==> src/rtl/tt_pkg.sv <==
// Shared types and helpers for the truth-table sweeper.
//  - tt_state_e : sweep FSM state encoding
//  - TT_ROWS    : number of input rows for a 3-input block
//  - tt_row_bit : maps a row index to its bit position in the code (row 000 -> MSB)
package tt_pkg;

  typedef enum logic [2:0] {
    IDLE   = 3'd0,
    DRIVE  = 3'd1,
    SETTLE = 3'd2,
    SAMPLE = 3'd3,
    DONE   = 3'd4
  } tt_state_e;

  localparam int         TT_ROWS     = 8;
  localparam logic [2:0] TT_LAST_ROW = 3'(TT_ROWS - 1);

  // Row 000 lands in bit 7 so the code reads like a truth table top-to-bottom.
  function automatic logic [2:0] tt_row_bit(input logic [2:0] row);
    return 3'd7 - row;
  endfunction

endpackage

==> src/rtl/tt_sync.sv <==
// Reset-clearing synchroniser chain for the (possibly asynchronous) output
// of the block under test.
//  clk     in  clock
//  rst_n   in  synchronous active-low reset, clears every stage
//  i_async in  raw input
//  o_sync  out synchronised copy, STAGES cycles late
module tt_sync #(
  parameter int STAGES = 2
) (
  input  logic clk,
  input  logic rst_n,
  input  logic i_async,
  output logic o_sync
);

  logic [STAGES-1:0] r_chain;

  // Shift the raw input through the synchroniser flops.
  always_ff @(posedge clk) begin
    if (!rst_n) begin
      r_chain <= '0;
    end else begin
      r_chain <= {r_chain[STAGES-2:0], i_async};
    end
  end

  assign o_sync = r_chain[STAGES-1];

endmodule

==> src/rtl/truth_table_sweeper.sv <==
// Truth-table sweeper: drives rows 000..111 into a 3-input block, waits a
// settle time per row, samples the synchronised output and assembles an
// 8-bit code which is compared against an expected code.
//  clk           in   clock, rising edge
//  rst_n         in   synchronous active-low reset
//  start         in   begin a sweep (only honoured in IDLE)
//  abort         in   cancel a running sweep (wins over start)
//  expected      in   expected code, latched when start is accepted
//  drv_in        out  {in1,in2,in3} to the block under test
//  dut_out       in   block output, may be asynchronous
//  busy          out  sweep in progress
//  done          out  one-cycle completion pulse
//  code          out  last completed code, MSB = row 000
//  match         out  code == latched expected
//  mismatch_mask out  code ^ latched expected
module truth_table_sweeper
  import tt_pkg::*;
#(
  parameter int SETTLE_CYCLES = 4,
  parameter int SYNC_STAGES   = 2
) (
  input  logic       clk,
  input  logic       rst_n,
  input  logic       start,
  input  logic       abort,
  input  logic [7:0] expected,
  output logic [2:0] drv_in,
  input  logic       dut_out,
  output logic       busy,
  output logic       done,
  output logic [7:0] code,
  output logic       match,
  output logic [7:0] mismatch_mask
);

  localparam logic [7:0] SETTLE_LAST = 8'(SETTLE_CYCLES - 1);

  tt_state_e  r_state;
  logic [2:0] r_row;
  logic [7:0] r_settle_cnt;
  logic [7:0] r_shadow;
  logic [7:0] r_expected;
  logic       w_sync;

  tt_sync #(
    .STAGES (SYNC_STAGES)
  ) u_sync (
    .clk     (clk),
    .rst_n   (rst_n),
    .i_async (dut_out),
    .o_sync  (w_sync)
  );

  // Sweep FSM with row/settle counters, shadow code and registered results.
  always_ff @(posedge clk) begin
    if (!rst_n) begin
      r_state       <= IDLE;
      r_row         <= 3'd0;
      r_settle_cnt  <= 8'd0;
      r_shadow      <= 8'd0;
      r_expected    <= 8'd0;
      drv_in        <= 3'd0;
      busy          <= 1'b0;
      done          <= 1'b0;
      code          <= 8'd0;
      match         <= 1'b0;
      mismatch_mask <= 8'd0;
    end else begin
      done <= 1'b0;
      if ((r_state != IDLE) && abort) begin
        // Abandon the sweep; results from the previous sweep are kept.
        r_state <= IDLE;
        drv_in  <= 3'd0;
        busy    <= 1'b0;
      end else begin
        case (r_state)
          IDLE: begin
            drv_in <= 3'd0;
            if (start) begin
              r_expected <= expected;
              r_row      <= 3'd0;
              r_shadow   <= 8'd0;
              busy       <= 1'b1;
              r_state    <= DRIVE;
            end
          end
          DRIVE: begin
            drv_in       <= r_row;
            r_settle_cnt <= 8'd0;
            r_state      <= SETTLE;
          end
          SETTLE: begin
            if (r_settle_cnt == SETTLE_LAST) begin
              r_state <= SAMPLE;
            end else begin
              r_settle_cnt <= r_settle_cnt + 8'd1;
            end
          end
          SAMPLE: begin
            r_shadow[tt_row_bit(r_row)] <= w_sync;
            // Explicit terminal test so the 3-bit row never wraps within a sweep.
            if (r_row == TT_LAST_ROW) begin
              r_state <= DONE;
            end else begin
              r_row   <= r_row + 3'd1;
              r_state <= DRIVE;
            end
          end
          DONE: begin
            code          <= r_shadow;
            match         <= (r_shadow == r_expected);
            mismatch_mask <= r_shadow ^ r_expected;
            done          <= 1'b1;
            busy          <= 1'b0;
            drv_in        <= 3'd0;
            r_state       <= IDLE;
          end
          default: begin
            drv_in  <= 3'd0;
            busy    <= 1'b0;
            r_state <= IDLE;
          end
        endcase
      end
    end
  end

endmodule

==> config.mk <==
export PLATFORM = sky130hd
export DESIGN_NAME = truth_table_sweeper
export DESIGN_NICKNAME = d
export VERILOG_FILES = /design/src/rtl/tt_pkg.sv /design/src/rtl/tt_sync.sv /design/src/rtl/truth_table_sweeper.sv
export SDC_FILE = /design/constraint.sdc
export NUM_CORES = 1
export LEC_CHECK = 0
export CORE_MARGIN = 1.5
export CORE_UTILIZATION = 55
export CTS_BUF_LIST = sky130_fd_sc_hd__clkbuf_8
export DETAILED_ROUTE_END_ITERATION = 10
export HOLD_SLACK_MARGIN = 0.1
export PLACE_DENSITY = 0.92
export SETUP_SLACK_MARGIN = 0.4
export SYNTH_ARGS = -nofsm -noshare
export SYNTH_HDL_FRONTEND = slang
export SYNTH_SLANG_ARGS = --single-unit
export TNS_END_PERCENT = 20
==> constraint.sdc <==
create_clock -name clk -period 2.09 [get_ports clk]
set_input_delay 0.418 -clock clk [delete_from_list [all_inputs] [get_ports clk]]
set_output_delay 0.418 -clock clk [all_outputs]
set_load 0.02 [all_outputs]
# == Yosys cells after proc, flatten, opt, wreduce, memory -nomap -nowiden ==
# Index checks and enable logic that the tools add are counted.
# totals
reg_bits,54
latch_bits,0
mem_bits_rw,0
mem_bits_ro,0
in_bits,13
out_inout_bits,22
wordCells,66
n_memories,0
# classes
addsub,3
multipliers,0
n_div,0
n_lt_le_gt_ge,2
n_eq_ne,11
n_shift,0
muxes,18
bitwise,4
n_reduce_logical,16
# op_table
op,n
case mux 8 bit (2 select lines),2
2-to-1 mux 8 bit,2
2-to-1 mux 3 bit,5
case mux 3 bit (2 select lines),2
case mux 3 bit (4 select lines),1
AND reduction 3 bit,3
adder 8 x 1 -> 8 bit (second input constant),1
bitwise mux 8 bit,1
equality test 8 x 2 -> 1 bit (second input constant),1
equality test 8 bit,1
!= test 2 bit (second input constant),4
XOR 8 bit,1
equality test 3 x 2 -> 1 bit (second input constant),2
equality test 3 bit (second input constant),2
AND reduction 2 bit,3
less-than comparator 3 x 4 -> 1 bit (second input constant),1
AND reduction 4 bit,1
nonzero test 2 bit,2
OR reduction 2 bit,2
adder 3 x 1 -> 3 bit (second input constant),1
demux 1 bit (select 3 bit),1
equality test 3 x 1 -> 1 bit (second input constant),1
>= comparator 3 x 1 -> 1 bit (second input constant),1
logical NOT 3 bit,1
other kinds (7),12

# == Depth between registers and ports, before layout ==
# Gate-level depths: netlist of the first run.
# depth
ltp_word,7
depth_mapped,6
depth_no_buf,6

# == Modules after synthesis ==
# Synthesis of the first run repeated with hierarchy kept, for this count alone.
# hier_totals
cells_unflattened,280
area_unflattened_um2,2477.4
# modules_own_cells
module,n_inst,cells_each,area_per_inst_um2,seq_area_each_um2
truth_table_sweeper,1,276,2424.8,1041.0
tt_sync,1,4,52.6,40.0

# == Worst setup path after synthesis of the first run ==
# No wires, ideal clock.
# synth_path
kind,reg2reg
startpoint,register r_settle_cnt[0]
endpoint,register r_settle_cnt[6]
setup_ns,0.135
t_arrival_ns,1.553
required_ns,1.955
setup_slack_ns,0.402
stages_incl_launch_ff,6
n_path_buf,0
period_less_slack_ns,1.688
cell_sequence,dfxtp_1 > ha_1 > or4b_4 > o2111a_2 > a41oi_1 > a31oi_1
# synth_via
elab_chain_cells,3
elab_cells_between_ends,6
cone_classes,add/sub (1); eq/ne (2); mux (2); reduce/logical (1)
# synth_lines
item,line_no,text
"start, declared",truth_table_sweeper.sv:40,logic [7:0] r_settle_cnt;
"start signal, assigned",truth_table_sweeper.sv:96,r_settle_cnt <= r_settle_cnt + 8'd1;
adder 8 x 1 -> 8 bit / equality test 8 x 2 -> 1 bit (equally long branches),"truth_table_sweeper.sv:96, truth_table_sweeper.sv:93",
2-to-1 mux 8 bit / != test 2 bit (equally long branches),n/a,
case mux 8 bit (2 select lines) / AND reduction 3 bit (equally long branches),n/a,
# Several ways; a longest one is shown, not always the timed one. The select of a mux whose other input is x is not followed.
# A chain may end at the register's enable or synchronous reset.

# == Worst setup path after layout of the first run ==
# layout_path
startpoint,register mismatch_mask[7]
endpoint,output mismatch_mask[7]
# layout_lines
item,line_no,text
"start, declared",truth_table_sweeper.sv:33,output logic [7:0] mismatch_mask
"start signal, assigned",truth_table_sweeper.sv:112,mismatch_mask <= r_shadow ^ r_expected;
# No word-level cell between the ends.

==> reports/summary.txt, run 1 <==
Post-synth EDFFs: 0
Row count: 23
Hold Crit Class: flip-flop to flip-flop
Critical path cell sequence: clkdlybuf4s50_1
CTS H-tree depth: 2
DRT Pass-1 Iters: 5
Setup crit start: mismatch_mask[7]$_SDFFE_PN0P_
Synth cell types: 45
Worst Skew: 0.00886 ns
Die height: 68.0 um
Via density: 5.88
Largest net degree at the start of global routing: 25
IO buf count: 34
Commonest cells after routing, fill and taps aside: 48 x dfxtp_1, 46 x nand2_1, 33 x clkdlybuf4s50_1
Seq/Total Area, Yosys: 46.5%
Min Tclk post-route: 1.70 ns
Startpoint types: flip-flop
Number of synthesis warnings: 0
Placer Congestion: 0.845
Crit path kind: flip-flop to output port
Reg clk slew, reported paths: 0.10 ns
CTS Hold Buffers Added: 0
WHS Path Cells: 1
Most common cell after layout, fill and taps aside: dfxtp_1
Wire per inst: 14.8 um
Hpwl dp: 3710 um
Worst path depth: 1
Worst Max-Slew Pin Slew: 0.478 ns
Clk buf depth: 2
Share of layout cells above drive strength 1: 12.9%
Compound-Gate Fraction of Synth Area: 20.1%
Initial antenna violation count: 0
Peak VDD IR: 505 uV
Sum of negative setup slack: 0 ns
Clk Latency, worst-skew pair: 0.31 ns
Post-route ant nets: 0
Power Dens Cells: 669 nW/um^2
Async S/R FF share, synth: 0%
Area Overhead vs Synth: 26.3%
Leakage: 1.07 nW
Rel. slew slack: 68.0%
Largest family of logic cells by synthesized area: simple AND/OR/NAND/NOR gates
Mux share of post-synthesis cell area: 0.431%
Arrival @ worst endpoint: 1.28 ns
Critical-path cell with the highest stage delay: clkdlybuf4s50_1
Hold_sp: u_sync.r_chain[0]$_SDFF_PN0_
R2R Setup Slk: 0.39 ns
Synth Area in Simple Gates: 24.7%
Max Cap Viol: 0
DRC: 0
Critical path fanouts, max: 2
RSZ-0062 raised after global routing: true
Die Width: 68.0 um
Number of global-route vias before repair: 2041
Starting density of the core: 57.7%
CTS tree: yes
Synthesized area per cell: 8.36 sq um
CP endpoint: mismatch_mask[7]
# setup viols final: 0
Seq. cell area: 1090 sq um
Largest stage delay on the critical path: 0.62 ns
Fmax achieved: 588 MHz
Adder-Cell Fraction of Synth Area: 1.61%
Most used DFF post-synth: dfxtp_1
Origin of the critical flop-to-flop path: r_settle_cnt[0]$_SDFFE_PN0P_
Vias after detailed routing: 2171
Die area: 4630 sq um
Gate count of the mapped netlist: 278
Tot GR Track Use: 25.7%
CTS buffer count: 5
Post-synthesis register bit count: 54
Global-route wire length before repair: 9040 um
DRT iter0 DRCs: 201
Final core utilization: 72.9%
Pins Over Slew Limit: 0
Multi-input gate area: 1220 sq um
Status: finished clean
WL final: 5470 um
Cells on worst reg2reg path: 5
Post-route clock period utilization: 81.4%
Clock Root Buffer: clkbuf_8
Area of the mapped netlist: 2320 sq um
Buf/Inv on CP: 1
# diodes: 0
Xor/xnor cell area share of the yosys netlist: 3.01%
I/O Pins: 35
Worst r2r dst: r_settle_cnt[2]$_SDFFE_PN0P_
Remaining global-route overflow: 0
Critical path endpoint category: output port
CP required: 1.67 ns
Syn Nets: 294
Clock sink count: 54
Hold Fails Final Rpt: 0
Fillers: 304
Worst Hold Slack: 0.452 ns
CORE AREA: 4030 sq um
CP top delay family: buffers and inverters
Fin nets: 334
[registers in the layout (all words and copies together), names as in the netlist]
signal / flops
busy: 1
code: 8
done: 1
drv_in: 3
match: 1
mismatch_mask: 8
r_expected: 8
r_row: 3
r_settle_cnt: 8
r_shadow: 8
r_state: 3
u_sync.r_chain: 2
[logic make-up after synthesis]
kind of cell,after synthesis
adders and majority gates,3
DFF,54
and+or+nand+nor,117
xor gates and xnor gates,8
AOI/OAI and AO/OA,74
buffers and inverters,21
muxes,1
[cell usage after synthesis, drive strengths merged (2+ instances only)]
library cell,instances,area (sq um)
a21boi,2,15.0
a21oi,28,140
a31oi,8,50.1
and2,4,25.0
and3,2,12.5
buf,6,30.0
clkbuf,8,30.0
dfxtp,54,1080
ha,3,37.5
inv,7,26.3
nand2,46,173
nand2b,3,18.8
nand3,8,40.0
nand3b,4,30.0
nor2,26,97.6
nor3,9,45.0
nor4,3,18.8
nor4b,2,32.5
o211ai,9,67.6
o21a,3,22.5
o21ai,13,68.8
or3,3,20.0
or3b,2,17.5
xor2,8,70.1
[layer usage]
layer	GRT usage (%)	vias to the layer above	share of wire, %	wire length, um
met3	6.09	10	5.5	301
met4	9.25	0	1.7	93
met1	32.9	1026	45	2450
met5	0	-	0	0
li1	-	1058	-	-
met2	42.2	77	48	2620
[final cells by class]
type	instances	share of cell area, %
Tap cell	50	2.13
Sequential cell	54	37.1
Inverter	7	0.895
Multi-Input combinational cell	203	41.6
Timing Repair Buffer	47	14.9
Clock buffer	6	2.81
Clock inverter	2	0.597
[report_power, final]
| part | switching [mW] | internal [mW] | leakage, nW |
|---|---|---|---|
| clock | 0.354 | 0.273 | 0.0514 |
| sequential | 0.0380 | 1.06 | 0.440 |
| combinational | 0.136 | 0.104 | 0.579 |
[timing repair]
| item | CTS | global route |
|---|---|---|
| gates resized for setup | 11 | 7 |
| endpoints found under the setup margin | 21 | 52 |
| buffers inserted | 2 | 0 |
| pin swaps | 2 | 1 |
[worst min-delay path by stage]
stage	end	slack, ns
2_1_floorplan	u_sync.r_chain[1]$_SDFF_PN0_	0.41
3_3_place_gp	u_sync.r_chain[1]$_SDFF_PN0_	0.42
3_5_place_dp	u_sync.r_chain[1]$_SDFF_PN0_	0.43
4_1_cts	u_sync.r_chain[1]$_SDFF_PN0_	0.45
5_1_grt	u_sync.r_chain[1]$_SDFF_PN0_	0.47
6_report	u_sync.r_chain[1]$_SDFF_PN0_	0.45
[stage by stage]
| step | setup slack [ns] | area, sq um | power [mW] | cells |
|---|---|---|---|---|
| finish | 0.388 | 2940 | 1.96 | 369 |
| global route | 0.309 | 2940 | 2.02 | 369 |
| CTS | 0.388 | 2930 | 1.95 | 369 |
| detailed placement | 0.00998 | 2760 | 1.33 | 359 |
| global placement | 0.0539 | 2760 | 1.32 | 359 |
| floorplan | 0.402 | 2320 | 1.25 | 278 |
Note: power is estimated with default switching activity, not from simulation.
==> inputs of run 2 (changes only) <==
==> constraint.sdc (replaced) <==
create_clock -name clk -period 1.6 [get_ports clk]
set_input_delay 0.32 -clock clk [delete_from_list [all_inputs] [get_ports clk]]
set_output_delay 0.32 -clock clk [all_outputs]
set_load 0.02 [all_outputs]
==> run 2 against run 1 <==
The run now ends with setup timing left. Critical path depth is 4 higher. Sequential power increased by 29%. Worst setup slack got worse by 0.50 ns. Global-route usage rose by 4.5 points. Highest routed layer unchanged.
==> reports/summary.txt, run 2 (synthesis gave the netlist of run 1 again) <==
Status: finished with violations
Failing checks: setup timing
Clk buf depth: 2
CTS Hold Buffers Added: 0
Starting density of the core: 57.7%
Placer Congestion: 0.870
Arrival @ worst endpoint: 1.90 ns
I/O Pins: 35
# diodes: 0
Die area: 4630 sq um
R2R Setup Slk: -0.11 ns
Hold Path End: u_sync.r_chain[1]$_SDFF_PN0_
Crit path kind: flip-flop to flip-flop
Share of layout cells above drive strength 1: 41.6%
Largest net degree at the start of global routing: 28
Clock Root Buffer: clkbuf_8
Via density: 6.23
Most used routing layer: met2
Post-route ant nets: 0
Startpoint types: flip-flop
CP required: 1.79 ns
Origin of the critical flop-to-flop path: r_settle_cnt[0]$_SDFFE_PN0P_
Global-route wire length before repair: 10400 um
Row count: 23
Die Width: 68.0 um
GR Util met2: 51.2%
Hold_sp: u_sync.r_chain[0]$_SDFF_PN0_
Critical path fanouts, max: 6
Cells on worst reg2reg path: 5
Clock sink count: 54
DRT iter0 DRCs: 273
Tot GR Track Use: 30.2%
DP Cell Count: 376
Clk Latency, worst-skew pair: 0.31 ns
Hpwl dp: 4020 um
Rel. slew slack: 71.6%
Hold Fails Final Rpt: 0
Power Dens Cells: 834 nW/um^2
Most common cell after layout, fill and taps aside: dfxtp_1
Hold Crit Class: flip-flop to flip-flop
Leakage: 1.45 nW
# setup viols final: 9
Critical path endpoint category: flip-flop
Fmax achieved: 586 MHz
CTS buffer count: 5
Number of global-route vias before repair: 2200
Post-route clock period utilization: 107%
Worst Max-Slew Pin Slew: 0.422 ns
Min Tclk post-route: 1.71 ns
Initial antenna violation count: 0
CORE AREA: 4030 sq um
Worst r2r dst: r_settle_cnt[2]$_SDFFE_PN0P_
Worst Skew: 0.00499 ns
Pins Over Slew Limit: 0
DRC: 0
Wire per inst: 19.1 um
WL final: 7520 um
CTS H-tree depth: 2
Non-Filler Instances: 394
Reg clk slew, reported paths: 0.09 ns
Fin nets: 359
Die height: 68.0 um
WHS Path Cells: 1
Worst Hold Slack: 0.449 ns
Fillers: 207
Met3 Use GR: 7.57%
RSZ-0062 raised after global routing: true
CTS tree: yes
Vias after detailed routing: 2454
Commonest cells after routing, fill and taps aside: 48 x dfxtp_1, 33 x nand2_1, 28 x buf_4
Worst slack, placed: -0.358 ns
Peak VDD IR: 643 uV
DRT Pass-1 Iters: 5
Max Cap Viol: 0
Remaining global-route overflow: 0
Final Worst Setup Slack: -0.107 ns
Area Overhead vs Synth: 45.1%
Met1 Usage GRT: 35.8%
IO buf count: 34
run 2: stage by stage:
stage / util [%] / cell area, sq um / setup TNS, ns / power [mW]
5_1_grt: 83.7 / 3370 / -0.887 / 2.91
6_report: 83.7 / 3370 / -0.717 / 2.81
3_5_place_dp: 72.7 / 2930 / -5.84 / 1.79
3_3_place_gp: 72.7 / 2930 / -5.47 / 1.77
4_1_cts: 76.2 / 3070 / -0.324 / 2.73
2_1_floorplan: - / 2360 / 0 / 1.64
run 2: worst max path at each step:
stage | start | end | slack (ns) | cells after the start
2_1_floorplan | r_settle_cnt[1]$_SDFFE_PN0P_ | r_settle_cnt[6]$_SDFFE_PN0P_ | 0.06 | 5
3_3_place_gp | start | r_shadow[5]$_SDFFE_PN0P_ | -0.33 | 5
3_5_place_dp | start | r_shadow[0]$_SDFFE_PN0P_ | -0.36 | 5
4_1_cts | r_settle_cnt[1]$_SDFFE_PN0P_ | r_settle_cnt[2]$_SDFFE_PN0P_ | -0.07 | 5
5_1_grt | r_settle_cnt[0]$_SDFFE_PN0P_ | r_settle_cnt[2]$_SDFFE_PN0P_ | -0.16 | 5
6_report | r_settle_cnt[0]$_SDFFE_PN0P_ | r_settle_cnt[2]$_SDFFE_PN0P_ | -0.11 | 5
run 2: cell type report:
type                            count  area [sq um]  share of cell area [%]
Multi-Input combinational cell    203          1520                    45.1
Inverter                            7          26.3                   0.779
Clock inverter                      3          41.3                    1.22
Tap cell                           50          62.6                    1.85
Sequential cell                    54          1090                    32.4
Clock buffer                        5          68.8                    2.04
Timing Repair Buffer               72           561                    16.6
run 2: worst max-delay path, stage by stage, from the launching register on:
cell and delay [ns]:
dfxtp_2 0.38, ha_4 0.14, or4b_4 0.50, o2111a_2 0.35, a21oi_1 0.17, a31oi_1 0.06
run 2: repair_timing:
action	4_1_cts	5_1_grt
buffers inserted	2	8
setup endpoints to repair	73	53
endpoints found under the hold margin	0	0
gates resized for setup	123	74
pin swaps	31	74
run 2: per-layer routing:
layer | wire [um] | part of all wire (%)
met5 | 0 | 0
met4 | 282 | 3.8
met3 | 614 | 8.2
met2 | 3680 | 49
met1 | 2940 | 39
run 2: where the power goes:
part | total (mW) | switching [mW] | internal, mW | leakage [nW]
sequential | 1.42 | 0.0346 | 1.38 | 0.440
combinational | 0.484 | 0.282 | 0.202 | 0.953
clock | 0.915 | 0.454 | 0.461 | 0.0556
total | 2.81 | 0.771 | 2.04 | 1.45
